===== src/rtl/axi4_lite_reg_slave_if.sv =====
// rtl/axi4_lite_reg_slave_if.sv - AXI4-Lite bus bundle between driver and register slave
// Purpose: groups the five AXI4-Lite channels; i_/o_ prefixes are from the slave's view.
// Ports:   AR/R read channels, AW/W/B write channels; modports slave and master.

interface axi4_lite_reg_slave_if #(
  parameter int AWIDTH = 12,
  parameter int DWIDTH = 32
) ();
  localparam int SWIDTH = DWIDTH / 8;

  logic              i_arValid;
  logic              o_arReady;
  logic [AWIDTH-1:0] i_arAddr;
  logic [2:0]        i_arProt;

  logic              o_rValid;
  logic              i_rReady;
  logic [DWIDTH-1:0] o_rData;
  logic [1:0]        o_rResp;

  logic              i_awValid;
  logic              o_awReady;
  logic [AWIDTH-1:0] i_awAddr;
  logic [2:0]        i_awProt;

  logic              i_wValid;
  logic              o_wReady;
  logic [DWIDTH-1:0] i_wData;
  logic [SWIDTH-1:0] i_wStrb;

  logic              o_bValid;
  logic              i_bReady;
  logic [1:0]        o_bResp;

  modport slave (
    input  i_arValid, i_arAddr, i_arProt, i_rReady,
    input  i_awValid, i_awAddr, i_awProt, i_wValid, i_wData, i_wStrb, i_bReady,
    output o_arReady, o_rValid, o_rData, o_rResp,
    output o_awReady, o_wReady, o_bValid, o_bResp
  );

  modport master (
    output i_arValid, i_arAddr, i_arProt, i_rReady,
    output i_awValid, i_awAddr, i_awProt, i_wValid, i_wData, i_wStrb, i_bReady,
    input  o_arReady, o_rValid, o_rData, o_rResp,
    input  o_awReady, o_wReady, o_bValid, o_bResp
  );
endinterface


===== src/rtl/axi4_lite_reg_slave.sv =====
// rtl/axi4_lite_reg_slave.sv - AXI4-Lite register bank slave with DECERR for unmapped words
// Purpose: NREGS read/write registers exposed as a flat vector, with per-register write pulses.
// Ports:   i_aClk, i_aReset (sync, active high); bus (AXI4-Lite slave modport);
//          o_regs (reg k at [k*DWIDTH +: DWIDTH]); o_wrPulse (one cycle after commit of reg k).

module axi4_lite_reg_slave #(
  parameter int AWIDTH = 12,
  parameter int DWIDTH = 32,
  parameter int SWIDTH = DWIDTH / 8,
  parameter int NREGS  = 8
) (
  input  logic                    i_aClk,
  input  logic                    i_aReset,
  axi4_lite_reg_slave_if.slave    bus,
  output logic [NREGS*DWIDTH-1:0] o_regs,
  output logic [NREGS-1:0]        o_wrPulse
);
  localparam int ALSB = $clog2(SWIDTH);
  localparam int IW   = AWIDTH - ALSB;
  localparam int IWP  = IW + 1;
  // One extra bit so NREGS == 2^IW still compares correctly.
  localparam logic [IW:0] C_NREGS     = IWP'(NREGS);
  localparam logic [1:0]  RESP_OKAY   = 2'b00;
  localparam logic [1:0]  RESP_DECERR = 2'b11;

  typedef enum logic [2:0] {
    WR_IDLE,
    WR_HAVE_AW,
    WR_HAVE_W,
    WR_COMMIT,
    WR_RESP
  } wr_state_t;

  wr_state_t         r_wr_state;
  wr_state_t         w_wr_next;

  logic [DWIDTH-1:0] r_regs [NREGS];
  logic [IW-1:0]     r_aw_idx;
  logic [DWIDTH-1:0] r_w_data;
  logic [SWIDTH-1:0] r_w_strb;
  logic [1:0]        r_bresp;
  logic [NREGS-1:0]  r_wr_pulse;
  logic              r_rvalid;
  logic [DWIDTH-1:0] r_rdata;
  logic [1:0]        r_rresp;

  logic              w_aw_ready;
  logic              w_w_ready;
  logic              w_aw_hs;
  logic              w_w_hs;
  logic              w_commit;
  logic              w_bvalid;
  logic              w_aw_in_range;
  logic              w_ar_hs;
  logic [IW-1:0]     w_ar_idx;
  logic              w_ar_in_range;
  logic [DWIDTH-1:0] w_ar_data;
  logic              w_unused_ok;

  // Write channel FSM: HAVE_AW / HAVE_W are the "held" flags; COMMIT is the
  // edge after both are held; RESP is the B-valid phase.
  always_ff @(posedge i_aClk) begin
    if (i_aReset) begin
      r_wr_state <= WR_IDLE;
    end else begin
      r_wr_state <= w_wr_next;
    end
  end

  always_comb begin
    w_wr_next  = r_wr_state;
    w_aw_ready = 1'b0;
    w_w_ready  = 1'b0;
    w_commit   = 1'b0;
    w_bvalid   = 1'b0;
    case (r_wr_state)
      WR_IDLE: begin
        w_aw_ready = !i_aReset;
        w_w_ready  = !i_aReset;
        if (bus.i_awValid && bus.i_wValid) begin
          w_wr_next = WR_COMMIT;
        end else if (bus.i_awValid) begin
          w_wr_next = WR_HAVE_AW;
        end else if (bus.i_wValid) begin
          w_wr_next = WR_HAVE_W;
        end
      end
      WR_HAVE_AW: begin
        w_w_ready = !i_aReset;
        if (bus.i_wValid) begin
          w_wr_next = WR_COMMIT;
        end
      end
      WR_HAVE_W: begin
        w_aw_ready = !i_aReset;
        if (bus.i_awValid) begin
          w_wr_next = WR_COMMIT;
        end
      end
      WR_COMMIT: begin
        w_commit  = 1'b1;
        w_wr_next = WR_RESP;
      end
      WR_RESP: begin
        w_bvalid = 1'b1;
        if (bus.i_bReady) begin
          w_wr_next = WR_IDLE;
        end
      end
      default: w_wr_next = WR_IDLE;
    endcase
  end

  assign w_aw_hs       = bus.i_awValid && w_aw_ready;
  assign w_w_hs        = bus.i_wValid && w_w_ready;
  assign w_aw_in_range = {1'b0, r_aw_idx} < C_NREGS;

  always_ff @(posedge i_aClk) begin
    r_wr_pulse <= '0;
    if (w_aw_hs) begin
      r_aw_idx <= bus.i_awAddr[AWIDTH-1:ALSB];
    end
    if (w_w_hs) begin
      r_w_data <= bus.i_wData;
      r_w_strb <= bus.i_wStrb;
    end
    if (w_commit) begin
      if (w_aw_in_range) begin
        r_bresp <= RESP_OKAY;
        for (int k = 0; k < NREGS; k++) begin
          if (r_aw_idx == IW'(k)) begin
            r_wr_pulse[k] <= 1'b1;
            for (int b = 0; b < SWIDTH; b++) begin
              if (r_w_strb[b]) begin
                r_regs[k][8*b +: 8] <= r_w_data[8*b +: 8];
              end
            end
          end
        end
      end else begin
        r_bresp <= RESP_DECERR;
      end
    end
    if (i_aReset) begin
      for (int k = 0; k < NREGS; k++) begin
        r_regs[k] <= '0;
      end
      r_wr_pulse <= '0;
      r_bresp    <= RESP_OKAY;
    end
  end

  // Read path: single outstanding read, data captured at the AR handshake.
  assign w_ar_hs       = bus.i_arValid && !r_rvalid && !i_aReset;
  assign w_ar_idx      = bus.i_arAddr[AWIDTH-1:ALSB];
  assign w_ar_in_range = {1'b0, w_ar_idx} < C_NREGS;

  always_comb begin
    w_ar_data = '0;
    for (int k = 0; k < NREGS; k++) begin
      if (w_ar_idx == IW'(k)) begin
        w_ar_data = r_regs[k];
      end
    end
  end

  always_ff @(posedge i_aClk) begin
    if (i_aReset) begin
      r_rvalid <= 1'b0;
      r_rdata  <= '0;
      r_rresp  <= RESP_OKAY;
    end else if (w_ar_hs) begin
      r_rvalid <= 1'b1;
      r_rdata  <= w_ar_data;
      r_rresp  <= w_ar_in_range ? RESP_OKAY : RESP_DECERR;
    end else if (r_rvalid && bus.i_rReady) begin
      r_rvalid <= 1'b0;
    end
  end

  assign bus.o_arReady = !i_aReset && !r_rvalid;
  assign bus.o_rValid  = r_rvalid;
  assign bus.o_rData   = r_rdata;
  assign bus.o_rResp   = r_rresp;
  assign bus.o_awReady = w_aw_ready;
  assign bus.o_wReady  = w_w_ready;
  assign bus.o_bValid  = w_bvalid;
  assign bus.o_bResp   = r_bresp;

  for (genvar g = 0; g < NREGS; g++) begin : g_regs
    assign o_regs[g*DWIDTH +: DWIDTH] = r_regs[g];
  end
  assign o_wrPulse = r_wr_pulse;

  // Protection bits and sub-word address bits carry no meaning here.
  assign w_unused_ok = ^{bus.i_arProt, bus.i_awProt,
                         bus.i_arAddr[ALSB-1:0], bus.i_awAddr[ALSB-1:0]};
endmodule


===== src/flat_wrapper.sv =====
// flat-port wrapper written by rule: the top's interface ports become plain ports
module axi4_lite_reg_slave_flat 
#(
  parameter int AWIDTH = 12,
  parameter int DWIDTH = 32,
  parameter int SWIDTH = DWIDTH / 8,
  parameter int NREGS  = 8
)
  (i_aClk, i_aReset, o_regs, o_wrPulse, bus_i_arValid, bus_i_arAddr, bus_i_arProt, bus_i_rReady, bus_i_awValid, bus_i_awAddr, bus_i_awProt, bus_i_wValid, bus_i_wData, bus_i_wStrb, bus_i_bReady, bus_o_arReady, bus_o_rValid, bus_o_rData, bus_o_rResp, bus_o_awReady, bus_o_wReady, bus_o_bValid, bus_o_bResp);
  axi4_lite_reg_slave_if #(.AWIDTH(AWIDTH), .DWIDTH(DWIDTH)) bus_i ();
  input  logic i_aClk;
  input  logic i_aReset;
  output logic [NREGS*DWIDTH-1:0] o_regs;
  output logic [NREGS-1:0] o_wrPulse;
  input wire logic [$bits(bus_i.i_arValid)-1:0] bus_i_arValid;
  input wire logic [$bits(bus_i.i_arAddr)-1:0] bus_i_arAddr;
  input wire logic [$bits(bus_i.i_arProt)-1:0] bus_i_arProt;
  input wire logic [$bits(bus_i.i_rReady)-1:0] bus_i_rReady;
  input wire logic [$bits(bus_i.i_awValid)-1:0] bus_i_awValid;
  input wire logic [$bits(bus_i.i_awAddr)-1:0] bus_i_awAddr;
  input wire logic [$bits(bus_i.i_awProt)-1:0] bus_i_awProt;
  input wire logic [$bits(bus_i.i_wValid)-1:0] bus_i_wValid;
  input wire logic [$bits(bus_i.i_wData)-1:0] bus_i_wData;
  input wire logic [$bits(bus_i.i_wStrb)-1:0] bus_i_wStrb;
  input wire logic [$bits(bus_i.i_bReady)-1:0] bus_i_bReady;
  output wire logic [$bits(bus_i.o_arReady)-1:0] bus_o_arReady;
  output wire logic [$bits(bus_i.o_rValid)-1:0] bus_o_rValid;
  output wire logic [$bits(bus_i.o_rData)-1:0] bus_o_rData;
  output wire logic [$bits(bus_i.o_rResp)-1:0] bus_o_rResp;
  output wire logic [$bits(bus_i.o_awReady)-1:0] bus_o_awReady;
  output wire logic [$bits(bus_i.o_wReady)-1:0] bus_o_wReady;
  output wire logic [$bits(bus_i.o_bValid)-1:0] bus_o_bValid;
  output wire logic [$bits(bus_i.o_bResp)-1:0] bus_o_bResp;
  assign bus_i.i_arValid = bus_i_arValid;
  assign bus_i.i_arAddr = bus_i_arAddr;
  assign bus_i.i_arProt = bus_i_arProt;
  assign bus_i.i_rReady = bus_i_rReady;
  assign bus_i.i_awValid = bus_i_awValid;
  assign bus_i.i_awAddr = bus_i_awAddr;
  assign bus_i.i_awProt = bus_i_awProt;
  assign bus_i.i_wValid = bus_i_wValid;
  assign bus_i.i_wData = bus_i_wData;
  assign bus_i.i_wStrb = bus_i_wStrb;
  assign bus_i.i_bReady = bus_i_bReady;
  assign bus_o_arReady = bus_i.o_arReady;
  assign bus_o_rValid = bus_i.o_rValid;
  assign bus_o_rData = bus_i.o_rData;
  assign bus_o_rResp = bus_i.o_rResp;
  assign bus_o_awReady = bus_i.o_awReady;
  assign bus_o_wReady = bus_i.o_wReady;
  assign bus_o_bValid = bus_i.o_bValid;
  assign bus_o_bResp = bus_i.o_bResp;
  axi4_lite_reg_slave #(.AWIDTH(AWIDTH), .DWIDTH(DWIDTH), .SWIDTH(SWIDTH), .NREGS(NREGS)) u_core (.i_aClk(i_aClk), .i_aReset(i_aReset), .bus(bus_i), .o_regs(o_regs), .o_wrPulse(o_wrPulse));
endmodule

===== config.mk =====
export PLATFORM = sky130hd
export DESIGN_NAME = axi4_lite_reg_slave_flat
export DESIGN_NICKNAME = d
export VERILOG_FILES = /design/src/rtl/axi4_lite_reg_slave_if.sv /design/src/rtl/axi4_lite_reg_slave.sv /design/src/flat_wrapper.sv
export SDC_FILE = /design/constraint.sdc
export NUM_CORES = 1
export LEC_CHECK = 0
export BUFFER_PORTS_ARGS = -buffer_cell sky130_fd_sc_hd__buf_2
export CORE_UTILIZATION = 55
export DETAILED_ROUTE_END_ITERATION = 12
export PLACE_DENSITY = 0.81
export SYNTH_ARGS = -nofsm -noshare
export SYNTH_HDL_FRONTEND = slang
export SYNTH_SLANG_ARGS = --single-unit

===== constraint.sdc =====
create_clock -name i_aClk -period 4.2 [get_ports i_aClk]
set_clock_uncertainty 0.05 [all_clocks]
set_input_delay 0.21 -clock i_aClk [delete_from_list [all_inputs] [get_ports i_aClk]]
set_output_delay 0.21 -clock i_aClk [all_outputs]
set_load 0.02 [all_outputs]

==> After elaboration in Yosys (flattened, before gate mapping) <==
Memory sizes are Yosys's and may differ from the RTL's.
Index checks and enable logic that the tools add are counted.
{ "totals": {"wordCells": 282, "input_bits": 73, "mem_count": 1, "register_bits": 94, "mem_bits_rw": 256} }
{ "classes": {"n_mux": 197, "reduce_logical": 17, "magnitude_cmp": 2, "bitwise": 34, "n_eq_ne": 22} }
{ "memory_table": {"columns": ["memory", "words", "width", "rd", "rd_ports_with_merged_regs", "write_ports", "line_no", "text"], "rows": [
  ["u_core.r_regs", 8, 32, 8, 0, 8, "axi4_lite_reg_slave.sv:37", "logic [DWIDTH-1:0] r_regs [NREGS];"]
]} }
{ "ops": {"columns": ["operator", "count"], "rows": [
  ["32-bit 2-to-1 mux", 8],
  ["8-bit 2-to-1 mux", 32],
  ["1-bit 2-to-1 mux", 148],
  ["10-bit by 3-bit equality test with 1-bit output (second input constant)", 8],
  ["10-bit by 2-bit equality test with 1-bit output (second input constant)", 4],
  ["1-bit bitwise OR", 32],
  ["10-bit by 1-bit equality test with 1-bit output (second input constant)", 2],
  ["10-bit zero test", 2],
  ["10-bit by 4-bit < comparator with 1-bit output (second input constant)", 2],
  ["3-bit 2-to-1 mux", 6],
  ["3-bit case mux with 5 select lines", 1],
  ["1-bit logical AND", 7],
  ["3-bit by 2-bit equality test with 1-bit output (second input constant)", 2],
  ["2-bit inequality test (second input constant)", 3],
  ["2-bit 2-to-1 mux", 2],
  ["4-bit by 3-bit inequality test with 1-bit output (second input constant)", 1],
  ["4-bit AND reduction", 1],
  ["2-bit OR reduction", 2],
  ["3-bit by 1-bit equality test with 1-bit output (second input constant)", 1],
  ["3-bit equality test (second input constant)", 1],
  ["3-bit zero test", 1],
  ["3-bit OR reduction", 1],
  ["1-bit zero test", 2],
  ["1-bit inverter", 2],
  ["2-bit nonzero test", 1]
]} }

==> Logic depth before layout (Yosys ltp) <==
Gate-level depths: netlist of run 1.
{ "logic_depth": {"ltp_word": 9, "ltp_mapped": 7} }

==> Worst setup path after synthesis of run 1 <==
Ideal clock, no wire load.
{ "synth_timing": {"path_kind": "in2reg", "start": "input i_aReset", "end": "register u_core.r_w_data[0] (enable)", "path_slack_ns": 1.865, "required_ns": 3.754, "stages": 3, "n_path_buf": 1, "arrival_time_ns": 1.889, "path_cell_list": "clkbuf_1 -> nor3_1 -> and2_1"} }
{ "synth_between": {"elab_chain_len": 3} }
{ "synth_rtl": {"columns": ["item", "line_no", "text"], "rows": [
  ["start, declared", "flat_wrapper.sv:12", "input logic i_aReset;"],
  ["1-bit zero test", "axi4_lite_reg_slave.sv:79, axi4_lite_reg_slave.sv:89", null],
  ["1-bit 2-to-1 mux", null, null],
  ["via bus_o_wReady", "flat_wrapper.sv:31", "output wire logic [$bits(bus_i.o_wReady)-1:0] bus_o_wReady;"],
  ["1-bit logical AND", "axi4_lite_reg_slave.sv:115", "assign w_w_hs = bus.i_wValid && w_w_ready;"],
  ["via u_core.w_w_hs", "axi4_lite_reg_slave.sv:50", "logic w_w_hs;"],
  ["end signal, assigned", "axi4_lite_reg_slave.sv:124", "r_w_data <= bus.i_wData;"],
  ["end, declared", "axi4_lite_reg_slave.sv:39", "logic [DWIDTH-1:0] r_w_data;"]
]} }
The timed path passes the listed nets, and every way through them passes these cells.
A chain may end at the register's enable or synchronous reset.

==> reports/qor.yml, run 1 <==
outcome:
  status: "complete, no violations"
synth:
  synth_mux_area_share_pct: 4.78
  syn_area_per_cell_um2: 8.69
  synth_edf_count: 46
  synth_top_area_cell: "dfxtp_1"
  synth_compound_area_share_pct: 28.1
  synth-xor-area-share_pct: 0
  syn-num-nets: 1860
  synthArstFlopShare_pct: 0
  synthDistinctLibCells: 48
  synth_top_family_by_area: "compound AO/OA/AOI/OAI gates"
  syn_inst: 1787
  synth-simple-area-share_pct: 11.7
  synth_adder_area_share_pct: 0
  synth_flop_cell: "dfxtp_1"
  yosys.area.top_type_share_pct: 38.9
  seq_area_frac_synth_pct: 47.8
  ys_warn_count: 0
  synth_area_leaders: "dfxtp_1 (39%), a21oi_1 (9.4%), edfxtp_1 (8.9%)"
  synth-seq-cells: 348
  netlist_area_um2: 15500
clocking:
  post_cts_buffers: 0
  cts_made_buffers: 37
  htree_levels: 2
  cts.sinks: 348
  clk_path_buf_depth: 3
  cts_root_buffer: "clkbuf_16"
  cts-resized-gates: 0
  clkTransAtPathRegs_ns: 0.06
  insertion_delay_ns: 0.51
  cts_hold_buf: 51
  cts_tree: "yes"
final_layout:
  final_cell_mix: "buf_2 (363), dfxtp_1 (302), a21oi_1 (292), nand3_1 (228), o21ai_0 (164)"
  final_util_pct: 67.5
  diodes: 0
  fillers: 2255
  area_delta_synth_final_pct: 20.7
  final_common_cell: "buf_2"
  nets: 2119
  drive_above_1_share_pct: 25.9
  layoutNonFillerInstCount: 2448
die:
  io_pins: 378
  die_h_um: 170
  initial_core_util_pct: 55.9
  die_area_um2: 28900
  coreArea_um2: 27800
  rows: 61
  die_width_um: 170
detailed_routing:
  final_antenna_net_count: 0
  drt-initial-drc-count: 2899
  remaining_drc_errors: 0
  num_vias: 16603
  wl_per_cell_um: 23.4
  vias_per_cell: 6.78
  drt-total-wl_mm: 57.4
  drt-pass1-iter-count: 8
power:
  swShare_pct: 23.7
  power.density_nw_per_um2: 368
  peakVddDrop_uv: 326
  comb_power_share_pct: 5.8
  p_switching_mw: 1.64
  p_leak_nw: 7.17
  pwr-share-seq_pct: 50.1
  internal_power_mw: 5.26
  clkPwrFrac_pct: 44.1
grt:
  gr-total-overflow: 0
  antenna_found_initial: 1
  first_global_vias: 15536
  grt.total_usage_pct: 38.5
  grt_max_degree: 111
  grt_pass1_wl_mm: 87.2
critical_path:
  end_kind: "register"
  cpPeakStageDelay_ns: 1.24
  path_buf_inv: 0
  worst_r2r_endpoint: "u_core.r_regs[0][122]$_SDFFE_PP0P_"
  worst_ep_required_time_ns: 4.50
  cpMaxStageDelayCell: "or4_2"
  cp.arrival_ns: 3.29
  critPathMaxFanout: 56
  worst-r2r-cell-count: 4
  r2r_setup_slack_ns: 1.21
  timing.critical_path.to: "u_core.r_regs[0][122]$_SDFFE_PP0P_"
  cp_top_family: "simple AND/OR/NAND/NOR gates"
  r2r_start: "u_core.r_aw_idx[7]$_DFFE_PP_"
  cp-startpoint: "u_core.r_aw_idx[7]$_DFFE_PP_"
  cp-start-kind: "register"
  crit_chain: "or4_4, or4_2, o21ai_0, a21oi_1"
  cp.depth: 4
  crit_type: "reg2reg"
timing:
  timing.final.hold_violations: 0
  slew_violations: 0
  max-slew-margin-rel_pct: 20.2
  fin_tns_setup_ns: 0
  worst_hold_slack_ns: 0.0927
  finalCriticalPeriod_ns: 2.99
  fin_crit_sh_pct: 71.3
  tightestPinTransition_ns: 1.19
  finalWorstSetupSlack_ns: 1.21
  setup-violations-final: 0
  rsz0062_at_grt: "false"
  max_clock_freq_mhz: 334
flow_run:
  max_cap_violations: 0
place:
  dpl.hpwl_mm: 33.8
  gp_congestion: 0.884
  place_ws_ns: 1.27
  dpl.cell_count: 2334
  portBuffers: 367
hold_path:
  min-delay-start: "bus_i_arAddr[8]"
  hold_class: "in2reg"
routing by layer:
layer | share of wire (%) | up-vias | GRT usage, %
met1 | 37 | 7772 | 49.2
met4 | 5.7 | 2 | 21.8
met2 | 45 | 1406 | 59.6
met5 | 0.023 | - | 0
li1 | - | 7152 | -
met3 | 13 | 271 | 9.35
state kept, by name, summed over array words and instances, names as in the netlist, 3 cells and up:
register            count
u_core.bus.o_rData     32
u_core.r_aw_idx        10
u_core.r_w_data        32
u_core.r_regs         256
u_core.r_w_strb         4
u_core.o_wrPulse        8
u_core.r_wr_state       3
through the flow:
step	power (mW)	cell area (um2)
2_1_floorplan	3.74	15500
3_3_place_gp	3.86	17100
3_5_place_dp	3.87	17100
4_1_cts	6.86	18700
5_1_grt	7.05	18700
6_report	6.90	18700
how the worst min path moves through the flow:
stage,to,depth (start not counted)
floorplan,u_core.r_aw_idx[0]$_DFFE_PP_,0
global placement,u_core.r_aw_idx[4]$_DFFE_PP_,1
detailed placement,u_core.r_w_data[21]$_DFFE_PP_,1
CTS,u_core.bus.o_rResp[0]$_SDFFE_PP0P_,3
global route,u_core.bus.o_rResp[0]$_SDFFE_PP0P_,3
finish,u_core.bus.o_rResp[0]$_SDFFE_PP0P_,3
worst min-delay path, delay by kind of cell:
family,cells,cell delay (ns)
simple gates,1,0.09
buf+inv,1,0.08
compound gates,1,0.22
power groups by stage:
stage / clock, mW / sequential, mW / combinational [mW]
after floorplan: 0 / 3.49 / 0.252
after global placement: 0 / 3.52 / 0.341
after detailed placement: 0 / 3.52 / 0.347
after CTS: 3.03 / 3.45 / 0.384
after global routing: 3.18 / 3.45 / 0.421
final: 3.04 / 3.45 / 0.403
Yosys cell counts, types with 2 or more instances:
cell type and instances:
a221oi_1 29, clkbuf_1 172, clkbuf_2 6, and3_1 2, buf_4 3, o21ai_1 123, mux2_2 63, o2bb2ai_1 31
a32o_1 3, nor3b_1 2, or3_1 2, buf_1 10, nand3_1 228, o21ai_0 164, and2_1 3, o22ai_1 63
a21oi_1 292, a22oi_1 31, a22o_1 28, and2_0 7, inv_1 33, buf_2 31, nor2_1 12, nand4_1 33
dfxtp_1 302, nand2_1 9, buf_6 15, nor4_1 7, nor3_1 6, or4_4 3, nor3_2 2, edfxtp_1 46
nand2b_1 7, nor2b_1 4, nand3b_1 2
area by class of cell:
| type | instances | area [um2] | share of cell area (%) |
|---|---|---|---|
| flip-flops and latches | 348 | 7430 | 39.6 |
| multi-input cells | 1169 | 6980 | 37.2 |
| repair buffers | 457 | 2660 | 14.2 |
| clock buffers | 55 | 1050 | 5.62 |
| well taps | 378 | 473 | 2.52 |
| inverters | 33 | 124 | 0.661 |
| clock inverters | 8 | 36.3 | 0.194 |
cell families after synthesis:
group / Yosys count
buffers and inverters: 270
multiplexers: 65
AND/OR/NAND/NOR: 336
AO/OA/AOI/OAI: 768
flip-flops: 348
(Power assumes the default switching activity.)
==> run 2: changes to the inputs <==
--- a/config.mk
+++ b/config.mk
@@ -6,9 +6,9 @@
 export NUM_CORES = 1
 export LEC_CHECK = 0
 export BUFFER_PORTS_ARGS = -buffer_cell sky130_fd_sc_hd__buf_2
-export CORE_UTILIZATION = 55
+export CORE_UTILIZATION = 54
 export DETAILED_ROUTE_END_ITERATION = 12
-export PLACE_DENSITY = 0.81
+export PLACE_DENSITY = 0.8
 export SYNTH_ARGS = -nofsm -noshare
 export SYNTH_HDL_FRONTEND = slang
 export SYNTH_SLANG_ARGS = --single-unit
==> constraint.sdc (replaced) <==
create_clock -name i_aClk -period 2.8 [get_ports i_aClk]
set_clock_uncertainty 0.05 [all_clocks]
set_input_delay 0.14 -clock i_aClk [delete_from_list [all_inputs] [get_ports i_aClk]]
set_output_delay 0.14 -clock i_aClk [all_outputs]
set_load 0.02 [all_outputs]
==> reports/qor.yml, run 2 (synthesized netlist as in run 1, its figures left out) <==
die:
  initial_core_util_pct: 55.4
  io_pins: 378
  die_area_um2: 29400
  rows: 61
  die_width_um: 172
  die_h_um: 172
  coreArea_um2: 28000
critical_path:
  worst-r2r-cell-count: 4
  r2r_start: "u_core.r_aw_idx[7]$_DFFE_PP_"
  critPathMaxFanout: 56
  crit_type: "reg2reg"
  r2r_setup_slack_ns: 0.19
  worst_ep_required_time_ns: 3.11
  worst_r2r_endpoint: "u_core.r_regs[1][2]$_SDFFE_PP0P_"
  cp-start-kind: "register"
  cp.arrival_ns: 2.92
  end_kind: "register"
final_layout:
  final_common_cell: "buf_2"
  final_cell_area_um2: 19100
  largest_reg_flops: 256
  final_util_pct: 68.2
  diodes: 0
  nets: 2137
  final_cell_mix: "buf_2 (363), dfxtp_1 (302), a21oi_1 (292), nand3_1 (228), o21ai_0 (164)"
  area_delta_synth_final_pct: 23.0
  regMostFlops: "u_core.r_regs"
  drive_above_1_share_pct: 26.8
detailed_routing:
  final_antenna_net_count: 0
  vias_per_cell: 6.67
  drt-pass1-iter-count: 8
  drt-total-wl_mm: 57.2
  num_vias: 16454
  remaining_drc_errors: 0
  drt-initial-drc-count: 2616
  wl_per_cell_um: 23.2
clocking:
  post_cts_buffers: 0
  clk_path_buf_depth: 3
  cts_root_buffer: "clkbuf_16"
  cts_tree: "yes"
  insertion_delay_ns: 0.51
  cts_made_buffers: 37
  cts.sinks: 348
  htree_levels: 2
  clkTransAtPathRegs_ns: 0.06
timing:
  slew_violations: 0
  rsz0062_at_grt: "false"
  timing.final.hold_violations: 0
  finalCriticalPeriod_ns: 2.61
  tightestPinTransition_ns: 1.06
  setup-violations-final: 0
  max-slew-margin-rel_pct: 29.1
  fin_crit_sh_pct: 93.2
  max_clock_freq_mhz: 383
  worst_hold_slack_ns: 0.106
  fin_tns_setup_ns: 0
grt:
  grt.total_usage_pct: 37.5
  grt_pass1_wl_mm: 85.8
  antenna_found_initial: 1
  grt_max_degree: 124
  gr-total-overflow: 0
  first_global_vias: 15214
power:
  power.density_nw_per_um2: 557
  p_leak_nw: 7.34
  peakVddDrop_uv: 567
hold_path:
  hold_class: "in2reg"
  min-delay-start: "bus_i_arValid"
  holdPathStages: 4
  whs_endpoint: "u_core.bus.o_rResp[0]$_SDFFE_PP0P_"
place:
  dpl.hpwl_mm: 34.5
  gp_congestion: 0.908
  place_area_um2: 17400
  portBuffers: 367
outcome:
  status: "complete, no violations"
flow_run:
  max_cap_violations: 0
==> run 2: cell types whose count changed in the layout (fill, tap and decap cells not counted), sizes merged <==
cell         delta
buf            +17
clkbuf          -3
bufinv          +2
clkinv          +1
clkinvlp        +1
dlygate4sd3     +1
==> run 2: what timing repair did <==
| item | 4_1_cts | 5_1_grt |
|---|---|---|
| hold buffers | 52 | 0 |
| resized for setup | 0 | 0 |
| hold endpoints to repair | 81 | 0 |
==> run 2: worst max path at each step <==
stage / start / to / slack [ns] / cells past startpoint
after CTS: u_core.r_aw_idx[7]$_DFFE_PP_ / u_core.r_regs[1][2]$_SDFFE_PP0P_ / 0.27 / 4
after floorplan: u_core.r_wr_state[2]$_SDFFE_PP0P_ / u_core.r_w_data[0]$_DFFE_PP_ / 0.48 / 2
after global placement: u_core.r_aw_idx[7]$_DFFE_PP_ / u_core.r_regs[1][25]$_SDFFE_PP0P_ / 0.33 / 4
after global routing: u_core.r_aw_idx[7]$_DFFE_PP_ / u_core.r_regs[1][2]$_SDFFE_PP0P_ / 0.14 / 4
final: u_core.r_aw_idx[7]$_DFFE_PP_ / u_core.r_regs[1][2]$_SDFFE_PP0P_ / 0.19 / 4
after detailed placement: u_core.r_aw_idx[7]$_DFFE_PP_ / u_core.r_regs[1][2]$_SDFFE_PP0P_ / 0.28 / 4
==> run 2: cell type report <==
| class | instances | area (um2) |
|---|---|---|
| Clock inverter | 12 | 110 |
| Clock buffer | 52 | 1060 |
| Timing Repair Buffer | 475 | 2930 |
| Sequential cell | 348 | 7430 |
| Tap cell | 378 | 473 |
| Fill cell | 2215 | 8900 |
| Multi-Input combinational cell | 1169 | 6980 |
| Inverter | 33 | 124 |
==> run 2: stage by stage <==
stage / std cells / total power, mW / worst slack [ns]
2_1_floorplan: 1787 / 5.61 / 0.481
3_3_place_gp: 2351 / 5.81 / 0.331
3_5_place_dp: 2351 / 5.82 / 0.277
4_1_cts: 2467 / 10.6 / 0.268
5_1_grt: 2467 / 10.9 / 0.140
6_report: 2467 / 10.6 / 0.192
==> run 2: worst max-delay path, stage by stage (launching register included) <==
cell and delay [ns]:
edfxtp_1 0.38, or4_4 0.67, or4_4 0.90, o21ai_0 0.33, a21oi_1 0.10
==> run 2: routing by layer <==
metal	GRT usage, %	up-vias	routed length [um]
li1	-	7190	-
met1	47.3	7758	20900
met2	58.7	1256	26200
met3	9.41	250	7110
met4	20.3	0	3070
met5	0	-	0
==> run 2: power by group <==
part           internal, mW  switching [mW]
Sequential             5.10          0.0753
Combinational         0.216           0.408
Clock                  2.82            2.02
Total                  8.14            2.50
